<file path="src/rtl/disp_pkg.sv">
// disp_pkg: shared types and constants for the display scheduler.
// Holds the scheduler state enum, the source-id codes driven on owner,
// and the all-digits-blank mask.
package disp_pkg;

    typedef enum logic [1:0] {
        SHOW0,
        GAP,
        HOLD
    } state_t;

    localparam logic [1:0] SRC_DEF  = 2'd0;
    localparam logic [1:0] SRC_T    = 2'd1;
    localparam logic [1:0] SRC_M    = 2'd2;
    localparam logic [1:0] SRC_NONE = 2'd3;

    localparam logic [3:0] BLANK_ALL = 4'hF;

endpackage

</file>
<file path="src/rtl/disp_tick_gen.sv">
// disp_tick_gen: prescaler producing a one-clk tick every TICK_DIV cycles.
// Ports: clk, rst (sync, active-high), tick (one-cycle pulse).
// The first tick after reset appears in cycle TICK_DIV-1.
module disp_tick_gen #(
    parameter int TICK_DIV = 100000
) (
    input  logic clk,
    input  logic rst,
    output logic tick
);

    localparam int W = $clog2(TICK_DIV);

    logic [W-1:0] r_cnt;
    logic         w_wrap;

    assign w_wrap = r_cnt == W'(TICK_DIV - 1);
    assign tick   = w_wrap;

    always_ff @(posedge clk) begin
        if (rst) r_cnt <= '0;
        else     r_cnt <= w_wrap ? '0 : r_cnt + 1'b1;
    end

endmodule

</file>
<file path="src/rtl/disp_sched.sv">
// disp_sched: shares one 4-digit seven-segment path between three sources.
// Ports: clk, rst (sync, active-high); data0 default digits;
//        req1/data1/ack1 and req2/data2/ack2 borrow handshakes (source 2 wins);
//        digits/blank to the display driver; owner (3 = gap); busy.
// Optional: define DISP_SCHED_BLINK_EN to blink the display during HOLD.
module disp_sched
    import disp_pkg::*;
#(
    parameter int TICK_DIV    = 100000,
    parameter int HOLD_TICKS  = 1500,
    parameter int BLANK_TICKS = 50,
    parameter int BLINK_TICKS = 250
) (
    input  logic        clk,
    input  logic        rst,
    input  logic [15:0] data0,
    input  logic        req1,
    input  logic [15:0] data1,
    output logic        ack1,
    input  logic        req2,
    input  logic [15:0] data2,
    output logic        ack2,
    output logic [15:0] digits,
    output logic [3:0]  blank,
    output logic [1:0]  owner,
    output logic        busy
);

    localparam int MAX_HB = HOLD_TICKS > BLANK_TICKS ? HOLD_TICKS : BLANK_TICKS;
    localparam int MAXT   = MAX_HB > BLINK_TICKS ? MAX_HB : BLINK_TICKS;
    localparam int CW     = $clog2(MAXT + 1);

    state_t        r_state, w_next;
    logic [CW-1:0] r_cnt;
    logic          r_fresh;
    logic          r_pend;
    logic [1:0]    r_win;
    logic [15:0]   r_data, r_digits;
    logic          r_ack1, r_ack2;
    logic          w_tick, w_cnt_tick, w_gap_done, w_hold_done, w_arb, w_acc, w_trans;
    logic [3:0]    w_hold_blank;

    disp_tick_gen #(.TICK_DIV(TICK_DIV)) u_tick (
        .clk  (clk),
        .rst  (rst),
        .tick (w_tick)
    );

    // r_fresh marks the first cycle of a state so a tick landing there is ignored.
    assign w_cnt_tick  = w_tick & ~r_fresh;
    assign w_gap_done  = r_state == GAP  && w_cnt_tick && r_cnt == CW'(BLANK_TICKS - 1);
    assign w_hold_done = r_state == HOLD && w_cnt_tick && r_cnt == CW'(HOLD_TICKS - 1);
    assign w_arb       = r_state == SHOW0 || w_hold_done;
    assign w_acc       = w_arb && (req1 || req2);
    assign w_trans     = w_next != r_state;

    always_comb begin
        w_next = r_state;
        if (w_acc || w_hold_done) w_next = GAP;
        else if (w_gap_done)      w_next = r_pend ? HOLD : SHOW0;
    end

    always_ff @(posedge clk) begin
        if (rst) r_state <= SHOW0;
        else     r_state <= w_next;
    end

    always_ff @(posedge clk) begin
        if (rst) begin
            r_cnt    <= '0;
            r_fresh  <= 1'b0;
            r_pend   <= 1'b0;
            r_win    <= SRC_DEF;
            r_data   <= '0;
            r_digits <= '0;
            r_ack1   <= 1'b0;
            r_ack2   <= 1'b0;
        end else begin
            r_fresh  <= w_trans;
            r_cnt    <= w_trans ? '0 : (w_cnt_tick && r_state != SHOW0) ? r_cnt + 1'b1 : r_cnt;
            r_ack1   <= w_acc && !req2;
            r_ack2   <= w_acc && req2;
            r_pend   <= w_acc ? 1'b1 : w_hold_done ? 1'b0 : r_pend;
            r_data   <= w_acc ? (req2 ? data2 : data1) : r_data;
            r_win    <= w_acc ? (req2 ? SRC_M : SRC_T) : r_win;
            // Digits freeze through the gap and pick up the borrowed word as HOLD begins.
            r_digits <= r_state == SHOW0 ? data0 : (w_gap_done && r_pend) ? r_data : r_digits;
        end
    end

`ifdef DISP_SCHED_BLINK_EN
    logic [CW-1:0] r_bcnt;
    logic          r_blink;
    logic          w_bwrap;

    assign w_bwrap = r_bcnt == CW'(BLINK_TICKS - 1);

    // Blink phase restarts visible on every HOLD entry and is forced visible outside HOLD.
    always_ff @(posedge clk) begin
        if (rst || r_state != HOLD || w_trans) begin
            r_bcnt  <= '0;
            r_blink <= 1'b0;
        end else if (w_cnt_tick) begin
            r_bcnt  <= w_bwrap ? '0 : r_bcnt + 1'b1;
            r_blink <= r_blink ^ w_bwrap;
        end
    end

    assign w_hold_blank = {4{r_blink}};
`else
    assign w_hold_blank = 4'h0;
`endif

    assign digits = r_digits;
    assign blank  = r_state == GAP ? BLANK_ALL : r_state == HOLD ? w_hold_blank : 4'h0;
    assign owner  = r_state == GAP ? SRC_NONE : r_state == HOLD ? r_win : SRC_DEF;
    assign busy   = r_state != SHOW0;
    assign ack1   = r_ack1;
    assign ack2   = r_ack2;

endmodule

</file>
<file path="config.mk">
export PLATFORM = sky130hd
export DESIGN_NAME = disp_sched
export DESIGN_NICKNAME = d
export VERILOG_FILES = /design/src/rtl/disp_pkg.sv /design/src/rtl/disp_tick_gen.sv /design/src/rtl/disp_sched.sv
export SDC_FILE = /design/constraint.sdc
export NUM_CORES = 1
export LEC_CHECK = 0
export ABC_AREA = 1
export CAP_MARGIN = 20
export CORE_ASPECT_RATIO = 1.25
export CORE_MARGIN = 5
export CORE_UTILIZATION = 51
export DETAILED_ROUTE_END_ITERATION = 8
export GPL_TIMING_DRIVEN = 0
export PLACE_DENSITY_LB_ADDON = 0.15
export SKIP_LAST_GASP = 1
export SLEW_MARGIN = 20
export SYNTH_ARGS = -nofsm -noshare
export SYNTH_HDL_FRONTEND = slang
export SYNTH_SLANG_ARGS = --single-unit
</file>
<file path="constraint.sdc">
create_clock -name clk -period 2.3 [get_ports clk]
set_input_delay 0.23 -clock clk [delete_from_list [all_inputs] [get_ports clk]]
set_output_delay 0.23 -clock clk [all_outputs]
set_load 0.05 [all_outputs]
</file>
After elaboration in Yosys (flattened, before gate mapping)
Cells that the tools add are included. W data, S select, Z words.

Register bits after elaboration: 68. Input port bits: 52. Output and inout port bits: 25. Logic and storage cells: 51.

Add/subtract/negate cells: 2. Equal/unequal tests: 6. Mux-type cells: 12. Bitwise logic cells: 2. Reductions and logical operators: 19.

Operators by type and width (number): $mux W16 (3); $add A17 B1 Y17 const B (1); $eq A17 B17 Y1 const B (1); $mux W2 (6); $add A11 B1 Y11 const B (1); $eq A11 B11 Y1 const B (1); $eq A11 B6 Y1 const B (1); $logic_and A1 B1 Y1 (9); $reduce_bool A2 Y1 (3); $mux W4 (1); $reduce_or A2 Y1 (2); $logic_or A1 B1 Y1 (3); $eq A2 B1 Y1 const B (1); $eq A2 B2 Y1 const B (1); $logic_not A2 Y1 (1); $mux W1 (2); $ne A2 B2 Y1 (1); $and A1 B1 Y1 (1); $logic_not A1 Y1 (1); $not A1 Y1 (1).

Logic depth before layout (Yosys ltp)
Gate-level depths: netlist of the first run.

Depth in word-level cells: 10. Mapped depth: 11. Depth with buffers taken out: 11.

By module
Synthesis of the first run repeated with hierarchy kept, for this count alone.

Cells, all modules: 543. Area, all modules: 3668.5 sq um.

Modules (own cells, without submodules): disp_sched (instances 1, cells an instance 403, area each 2720.1 sq um, seq. area each 1021.0 sq um); disp_tick_gen (instances 1, cells an instance 140, area each 948.4 sq um, seq. area each 340.3 sq um).

Least setup slack after synthesis of the first run
No wires, ideal clock.

Kind: register to output. From: register r_state[0]. To: output port owner[0]. Arrival time: 1517 ps. Data required time: 2070 ps. Path slack: 553 ps. Stages on the path, launching flop included: 4. Buffers on the path: 0. Path through: dfxtp_1 inv_1 nand2_1 o21ai_0.

Cells in the longest elaborated chain, start to end: 3. Elaborated cells on any way between the ends: 4. Classes of those cells: eq/ne: 2; mux: 2.

RTL lines: from (decl) (line disp_sched.sv:33) `state_t r_state, w_next;`; from (signal assigned) (line disp_sched.sv:65) `else r_state <= w_next;`; $eq A2 B2 Y1 (line disp_sched.sv:116) `assign owner = r_state == GAP ? SRC_NONE : r_state == HOLD ? r_win : SRC_DEF;`; $mux W2 (line disp_sched.sv:116); $mux W2 (*) (line disp_sched.sv:116); to (decl) (line disp_sched.sv:25) `output logic [1:0] owner,`.

Every way passes the cells marked *; elsewhere a longest branch is shown, timed or not.

Worst setup path after layout of the first run
From: register r_state[1]. To: output port blank[2].

Cells in the longest elaborated chain, start to end: 2.

RTL lines: $eq A2 B1 Y1 (line disp_sched.sv:115) `assign blank = r_state == GAP ? BLANK_ALL : r_state == HOLD ? w_hold_blank : 4'h0;`; $mux W4 (line disp_sched.sv:115); to (decl) (line disp_sched.sv:24) `output logic [3:0] blank,`.

No other way between the ends.

==> results of run 1 <==
==> cells by family after synthesis <==
kind of cell    share of synthesized area
compound gates                     0.0725
xor+xnor                           0.0308
fa+ha+maj                          0.0102
buf+inv                             0.115
flops                               0.369
simple gates                        0.403
==> how the worst max path moves through the flow <==
| stage | to | cells after the start | startpoint |
|---|---|---|---|
| after floorplan | owner[0] | 3 | r_state[0] |
| after global placement | busy | 4 | r_state[0] |
| after detailed placement | busy | 4 | r_state[1] |
| after CTS | busy | 4 | r_state[1] |
| after global routing | blank[1] | 5 | r_state[1] |
| final | blank[2] | 5 | r_state[1] |
==> layer usage <==
metal	up-vias	routed length [um]	global-route usage
met2	108	4780	0.372
met3	23	471	0.0362
met5	-	0	0
met4	0	278	0.107
li1	1903	-	-
met1	1677	4130	0.271
==> stage by stage <==
step	util	instances	power (mW)
2_1_floorplan	-	536	1.71
3_3_place_gp	0.649	701	1.95
3_5_place_dp	0.649	701	1.96
4_1_cts	0.681	717	3.07
5_1_grt	0.680	717	3.18
6_report	0.680	717	3.05
==> critical path: stages, from the launching register on <==
cell and delay, ps:
dfxtp_1 340, inv_1 80, nand2_1 110, inv_1 130
buf_4 120, clkdlybuf4s50_1 790
==> cells in the final DEF, fill, tap and decap left out, types with 2 or more instances in the layout <==
cell type,count
dfxtp_1,68
inv_2,5
a21oi_2,2
xor2_1,12
bufinv_16,2
nor3_1,11
nand4_4,2
clkbuf_1,15
nand2_4,2
nor2_2,5
nand3_2,2
nand3b_1,16
clkinv_4,2
nor2_1,72
buf_6,4
clkbuf_8,10
clkinv_1,3
buf_2,6
ha_1,3
buf_4,5
nand2_1,111
inv_1,59
o21ai_0,21
a21oi_1,23
nand4_1,39
clkdlybuf4s50_1,74
clkinv_2,2
nand3_1,36
==> power breakdown <==
group	switching [mW]	total (mW)	leakage, nW	internal, mW
clock network	0.479	1.12	0.116	0.640
logic	0.397	0.654	1.29	0.257
registers	0.0293	1.28	0.558	1.25
total	0.905	3.05	1.96	2.14
==> what timing repair did <==
action	4_1_cts	5_1_grt
endpoints found under the hold margin	0	0
endpoints found under the setup margin	1	1
gates resized for setup	1	2
cloned	0	0
==> area by class of cell <==
cell class                 instances  area (sq um)  area share
buffer                            31           173      0.0362
clock buffer                      10           138      0.0288
clock inverter                     6          87.6      0.0183
inverter                          67           251      0.0527
multi-input combinational        370          1910       0.399
sequential                        68          1360       0.285
tap                               90           113      0.0236
timing repair buffer              75           746       0.156
==> flip-flops by register name, indices dropped and copies added, names as in the netlist <==
name / count
ack2: 1
digits: 16
r_cnt: 11
u_tick.r_cnt: 17
r_win: 2
r_state: 2
r_pend: 1
r_data: 16
ack1: 1
r_fresh: 1
==> summary.md, run 1 <==
| Metric | Value |
|---|---|
| Status | finished clean |
| # hold bufs at CTS | 0 |
| Num rows | 34 |
| Top cells by area, synth | dfxtp_1 37%, nand2_1 11%, nor2_1 7.3%, nand4_1 6.6%, inv_1 6.0% |
| Syn_area_per_cell | roughly 7 sq um |
| Lkg Pwr | 1.96 nW |
| Depth of the most critical reg-to-reg path | 10 |
| GRT Resource Usage Total | 0.221 |
| Clk_lat worst skew | 350 ps |
| Layout area overhead | 29.3% |
| Post-synth cell types | 37 |
| Yosys warning total | 0 |
| Most frequent cell after synthesis | nand2_1 |
| Core area | 7020 sq um |
| Cell Area, Synth | 3690 sq um |
| CTS tree | done |
| Worst hold slack | 336 ps |
| Req. time, crit path | 2070 ps |
| Synth Instances | 536 |
| Fin crit share | 0.927 |
| Largest area contributor in the netlist | dfxtp_1 |
| Final worst path period need | 2130 ps |
| First-pass GRT wire length | roughly 16 mm |
| Final Hold Fails | 0 |
| Placed Area | 4560 sq um |
| Highest Clock Rate | 469 MHz |
| Fraction of registers with async set/reset | 0 |
| CTS clock-pin slew for the worst setup and hold paths | 70 ps |
| Post-Syn Nets | 591 |
| Initial antenna violation count | 0 |
| Starting DRT DRC Count | 147 |
| Synth Flop Type | dfxtp_1 |
| Fin worst setup slack | 167 ps |
| Worst-path maximum fanout | 4 |
| Gr ovfl total | 0 |
| Max Buffers Root-to-Sink | 2 |
| Vias | around 3700 |
| RSZ-0062 raised after global routing | false |
| Hold Path Sink | r_data[0] |
| Setup TNS | 0 ps |
| EDFF count, synth | 0 |
| R2r endpoint | r_cnt[1] |
| Largest net degree at the start of global routing | 13 |
| Post-CTS Setup Repair Bufs | 0 |
| Final layout net count | 677 |
| H-tree Lvls | 3 |
| WS Path Type | reg -> out |
| Skew final | approximately 11 ps |
| Worst setup SP type | flip-flop |
| Routed WL per cell | roughly 13 um |
| Sequential area share after synthesis | 0.369 |
| Total die area | 9050 sq um |
| Post-route cell area | 4780 sq um |
| Yosys reg bits | ~70 |
| Hold Path Stages | 4 |
| Hpwl dp | 7.33 mm |
| Worst slew pin tran | about 500 ps |
| R2r setup slk | a little under 400 ps |
| CTS buffer count | 9 |
| DRC errors left | 0 |
| CP Capture Type | primary output |
| Initial Util | 0.526 |
| Layout cells sized above 1 | 0.0877 |
| CP arrival | around 1900 ps |
| Port-buffer cells | 75 |
| Pre-antenna DRT Iters | 5 |
| Setup-failing EPs final | 0 |
| Clock Sinks | just under 70 |
| Pwr dens | between 600 and 700 nW/um^2 |
| Routed wire length | just under 10 mm |
| Final slew viol count | 0 |
| Worst R2R Start | r_cnt[0] |
| Top cells by count, synth | 111 x nand2_1, 72 x nor2_1, 68 x dfxtp_1 |
| Pre-CTS setup slack | 192 ps |
| Area fraction of the dominant cell type after synthesis | 0.369 |
| Clock Tree Root | clkbuf_8 |
| Vias/cell | around 5.2 |
| DIE HEIGHT | 105 um |
| Max_slew headroom | 0.660 |
| ANT nets after route | 0 |
| Gpl congestion | 0.962 |
| Width of the die | 86.1 um |
| Max Cap Viol | 0 |
| Hold Startpoint | rst |
| Vias in the first global route | 3714 |
| Worst min path class | in -> reg |
| Antenna cell count | 0 |
| Fill cell count | between 600 and 700 |
| Max VDD drop | between 0.0003 and 0.0004 V |
| IO Count | 77 |
No activity file was read; power rests on OpenSTA's default activity.
==> run 2: changes to the inputs <==
- ABC_CLOCK_PERIOD_IN_PS: unset -> 2300
==> results of run 2 <==
No change in the layout: final DEF, timing and power equal those of run 1.
